<file path="config.mk">
export PLATFORM = sky130hd
export DESIGN_NAME = dds_oscillator
export DESIGN_NICKNAME = d
export VERILOG_FILES = /design/src/rtl/dds_oscillator.sv
export SDC_FILE = /design/constraint.sdc
export NUM_CORES = 1
export LEC_CHECK = 0
export CORE_ASPECT_RATIO = 1.1
export CORE_UTILIZATION = 34
export CTS_BUF_LIST = sky130_fd_sc_hd__clkbuf_16
export DETAILED_ROUTE_END_ITERATION = 6
export PLACE_DENSITY_LB_ADDON = 0.2
export REMOVE_ABC_BUFFERS = 1
export SLEW_MARGIN = 0
export SYNTH_ARGS = -nofsm -noshare
export SYNTH_HDL_FRONTEND = slang
export SYNTH_SLANG_ARGS = --single-unit
</file>
<file path="constraint.sdc">
create_clock -name Clk -period 2.2 [get_ports Clk]
set_input_delay 0.33 -clock Clk [delete_from_list [all_inputs] [get_ports Clk]]
set_output_delay 0.33 -clock Clk [all_outputs]
set_load 0.005 [all_outputs]
</file>
<file path="src/rtl/dds_oscillator.sv">
// Numerically controlled oscillator: phase accumulator stepped by an internal
// clock divider, producing saw/square/triangle/noise as offset-binary samples.
module dds_oscillator #(
    parameter int unsigned n     = 12,
    parameter int unsigned ACC_W = 24,
    parameter int unsigned DIV   = 4
) (
    input  logic             Clk,
    input  logic             Reset,
    input  logic             enable,
    input  logic             sync,
    input  logic [ACC_W-1:0] tuning_word,
    input  logic [1:0]       wave_sel,
    input  logic [n-1:0]     duty,
    output logic [n-1:0]     sample_out,
    output logic             sample_valid
);

    localparam int unsigned CNT_W   = (DIV > 2) ? $clog2(DIV) : 1;
    localparam int unsigned LFSR_W  = 16;
    localparam logic [LFSR_W-1:0] LFSR_SEED = 16'hACE1;
    localparam logic [LFSR_W-1:0] LFSR_MASK = 16'hB400;
    localparam logic [n-1:0] MIDSCALE = {1'b1, {(n-1){1'b0}}};
    localparam logic [1:0] WAVE_SAW      = 2'd0;
    localparam logic [1:0] WAVE_SQUARE   = 2'd1;
    localparam logic [1:0] WAVE_TRIANGLE = 2'd2;

    logic [CNT_W-1:0]  tick_cnt;
    logic [ACC_W-1:0]  phase;
    logic [LFSR_W-1:0] lfsr;
    logic              pending;

    logic              tick_c;
    logic [LFSR_W-1:0] lfsr_next_c;
    logic [n-1:0]      p_c;
    logic [n-1:0]      tri_c;
    logic [n-1:0]      wave_c;

    assign tick_c      = (tick_cnt == CNT_W'(DIV - 1));
    assign lfsr_next_c = (lfsr >> 1) ^ (lfsr[0] ? LFSR_MASK : LFSR_W'(0));
    assign p_c         = phase[ACC_W-1 -: n];
    assign tri_c       = {p_c[n-2:0], 1'b0};

    // Waveform shaping from the phase already advanced on the tick edge
    always_comb begin
        wave_c = p_c;
        case (wave_sel)
            WAVE_SAW:      wave_c = p_c;
            WAVE_SQUARE:   wave_c = (p_c < duty) ? {n{1'b1}} : {n{1'b0}};
            WAVE_TRIANGLE: wave_c = p_c[n-1] ? ~tri_c : tri_c;
            default:       wave_c = lfsr[LFSR_W-1 -: n];
        endcase
    end

    always_ff @(posedge Clk) begin
        if (Reset) begin
            tick_cnt     <= '0;
            phase        <= '0;
            lfsr         <= LFSR_SEED;
            pending      <= 1'b0;
            sample_out   <= MIDSCALE;
            sample_valid <= 1'b0;
        end else begin
            tick_cnt <= tick_c ? '0 : tick_cnt + CNT_W'(1);

            // Hard sync overrides the tick increment
            if (sync) begin
                phase <= '0;
            end else if (tick_c && enable) begin
                phase <= phase + tuning_word;
            end

            if (tick_c && enable) begin
                lfsr <= lfsr_next_c;
            end

            if (tick_c) begin
                pending <= 1'b1;
            end else if (pending) begin
                pending <= 1'b0;
            end

            sample_valid <= pending;
            if (pending) begin
                sample_out <= enable ? wave_c : MIDSCALE;
            end
        end
    end

endmodule
</file>
==> results summary <==
The flow ran to the end, and the final reports show no timing, DRC or antenna violations. The max-capacitance violation count is 0. The maximum number of pins on one net before global-route repair came out at 28. The final critical-path required period came out at 2.11 ns. The delay of the slowest critical-path stage is 0.40 ns.

Along the worst hold path, the cell count comes to 1. The final layout contains 678 nets. The total via count in the routed design came out at 3757. The synthesized area is 0.00377 mm2.

The synthesis-to-layout area growth came out at 48.6%. The power density over the cells is 408 mW/mm2. The fraction of registers with async set/reset came out at 0. The static leakage is 2.49 nW. The clock net sink count came out at 56. The final antenna diode count is 0. The worst setup path is of the in -> reg kind.

The share of cells above drive strength 1 came out at 0.268. The congestion estimate from routability-driven global placement came to 0.886. The post-detailed-route wirelength per cell came out at 14.4 um. The horizontal die dimension came out at 102 um.

The number of logic stages on the critical path including buffering came out at 9. The synthesized design contains 56 register bits. The count of final max-slew check failures came out at 0. The post-route total power is 2.28 mW.

The fraction of the yosys area taken by sequential cells came out at 0.298. The total iterations of the first detailed-routing run is 6. The setup violation total in the final timing report came out at 0. The worst-margin pin slew is 0.358 ns. Setup repair after global routing could not meet its margin everywhere.

The critical path goes through clkdlybuf4s50_1, ha_1, a21o_1, a211oi_2, o311ai_1, a221oi_1, o21ai_1, xor2_1, a22o_1. The maximum frequency from static timing analysis came out at 475 MHz. The H-tree depth came out at 2. The iteration-0 DRC count of the detailed router came out at 144. The final cell count without fillers is 744. The worst setup path is captured at a flop. The arrival time of the worst setup path is 2.30 ns.

The effective utilization at floorplan is 0.356. STA classifies the critical path startpoint as an input port. The area taken by flip-flops and latches came out at 0.00113 mm2. The hold violation count in the final report was 0. The wire length of the first global-routing pass is 17.4 mm. The count of fill cells added during filler insertion came out at 1012.

The final critical-path share of the clock period came out at 0.957. The headroom to the max-slew limit came out at 0.760. The overall track demand over capacity in global routing is 0.191. The post-CTS clock slew at the launch and capture registers of the worst setup and hold paths came out at 0.08 ns. The clock insertion delay at the later pin of the skew report is 0.29 ns.

No sink is reached through more buffers than the 2 on the longest clock path. Among all stages on the critical path, the largest delay is contributed by sky130_fd_sc_hd__clkdlybuf4s50_1. The synthesis warning total came out at 0. The total routed wirelength is 10.7 mm. The floorplan die area came out at 0.0115 mm2.

The maximum vdd ir drop is 0.360 mV. The die outline height is 112 um. The instance count of the mapped netlist is 470. The hold buffer count at cts is 0.

The worst reg-to-reg path cell count came out at 8. The count of port buffers added during placement came out at 54. For this run the aggregate overflow at the end of global routing stands at 0.

Counting both buffers and inverters, the worst setup path holds a total of 1. Counting distinct cell types in the post-synthesis netlist gives 53. In the final layout, the multi-input gates occupy 0.00281 mm2.

The CTS buffer count came out at 5. The cell family contributing the most delay on the critical path is compound AO/OA/AOI/OAI gates. The cell row count came out at 39. The via count of the first global-routing pass is 3580. In the layout the commonest cells are sky130_fd_sc_hd__buf_4 (94), sky130_fd_sc_hd__nand2_1 (75), sky130_fd_sc_hd__dfxtp_1 (52), sky130_fd_sc_hd__a21oi_1 (41), sky130_fd_sc_hd__clkdlybuf4s50_1 (40). The class of the tightest hold or removal check is reg -> reg. In this run the count of I/O pins placed on the die edge is 55.

The mean instance size in the synthesized netlist is 8.01 um2. The number of placed instances with taps included came out at 725. The largest fanout of any net on the critical path is 2.

The core region is 0.0106 mm2. The number of enable-type register cells in the synthesized netlist came out at 0. The initial antenna violation count came out at 0. The number of antenna-violating nets in the routed design is 0. The post-route clock skew came out at 0.00764 ns. The critical path data required time is 2.39 ns. For this run, the leading register cell type out of synthesis is sky130_fd_sc_hd__dfxtp_1.

CTS placed an instance of sky130_fd_sc_hd__clkbuf_16 at the clock tree root. The estimated wirelength of the detail-placed design came out at 8.02 mm. The mean number of vias per cell came out at 5.05.

The commonest non-fill, non-tap cell in the layout is sky130_fd_sc_hd__buf_4. For this run, design rule violations remaining after detail routing come to 0. The CTS tree is done.
worst register-to-register path, cell delays in order, from the launching register on:
cell	delay, ns
sky130_fd_sc_hd__dfxtp_1	0.43
sky130_fd_sc_hd__ha_4	0.24
sky130_fd_sc_hd__a21o_1	0.18
sky130_fd_sc_hd__a211oi_2	0.23
sky130_fd_sc_hd__o311ai_1	0.12
sky130_fd_sc_hd__a221oi_1	0.33
sky130_fd_sc_hd__o21ai_1	0.13
sky130_fd_sc_hd__xor2_1	0.15
sky130_fd_sc_hd__a22o_1	0.19
kinds of logic after synthesis:
| group | share of synthesized area |
|---|---|
| buffers and inverters | 0.0535 |
| and+or+nand+nor | 0.196 |
| muxes | 0.00797 |
| DFF | 0.298 |
| AOI/OAI and AO/OA | 0.251 |
| xor gates and xnor gates | 0.0721 |
| adders and majority gates | 0.122 |
routing by layer:
layer  part of all wire  track usage
met1               0.46        0.258
met2               0.49        0.325
met3              0.029       0.0205
met4              0.012       0.0429
met5                  0            0
cells in the mapped netlist (all sizes together) (10+ instances only):
library cell	number	area, um2
nand2	78	293
dfxtp	56	1120
a21oi	50	250
nor2	39	146
ha	35	438
xnor2	23	201
o21ai	21	105
a21o	14	105
buf	14	104
inv	14	52.6
a211o	13	114
clkbuf	12	45.0
a22o	10	87.6
sequential cells by signal (all words and copies together), names as in the netlist:
signal	count
lfsr	16
pending	1
phase	24
sample_out	12
sample_valid	1
tick_cnt	2
power breakdown:
group          switching [mW]  total, mW  internal [mW]
registers              0.0162       1.05           1.04
logic                   0.200      0.429          0.229
clock network           0.378      0.803          0.425
total                   0.594       2.28           1.69
final cells by class:
class	instances	area share
multi-input combinational	374	0.503
clock inverter	3	0.00380
inverter	14	0.00939
timing repair buffer	149	0.229
tap	143	0.0320
clock buffer	5	0.0224
sequential	56	0.201
final timing paths:
check                                             from                      to  slack, ns
worst max-delay path                   tuning_word[14]  phase[22]$_SDFFE_PP0P_       0.09
worst min register to register  tick_cnt[0]$_SDFF_PP0_  tick_cnt[0]$_SDFF_PP0_       0.42
worst max register to register  phase[15]$_SDFFE_PP0P_  phase[22]$_SDFFE_PP0P_       0.11
worst min-delay path            tick_cnt[0]$_SDFF_PP0_  tick_cnt[0]$_SDFF_PP0_       0.42
repair_timing:
item,in CTS,in global routing
pin swaps,18,30
setup buffers,7,4
endpoints found under the setup margin,12,21
resized for setup,34,42
stage by stage:
step / setup TNS (ns) / util / area (um2) / hold slack (ns) / setup slack, ns
floorplan: 0 / - / 3620 / 0.396 / 0.0823
CTS: 0 / 0.505 / 5350 / 0.433 / 0.00310
global route: -0.0937 / 0.528 / 5600 / 0.467 / -0.0664
global placement: -7.66 / 0.470 / 4980 / 0.408 / -0.529
detailed placement: -8.44 / 0.470 / 4980 / 0.421 / -0.535
finish: 0 / 0.528 / 5600 / 0.425 / 0.0938
Note: power is estimated with default switching activity, not from simulation.
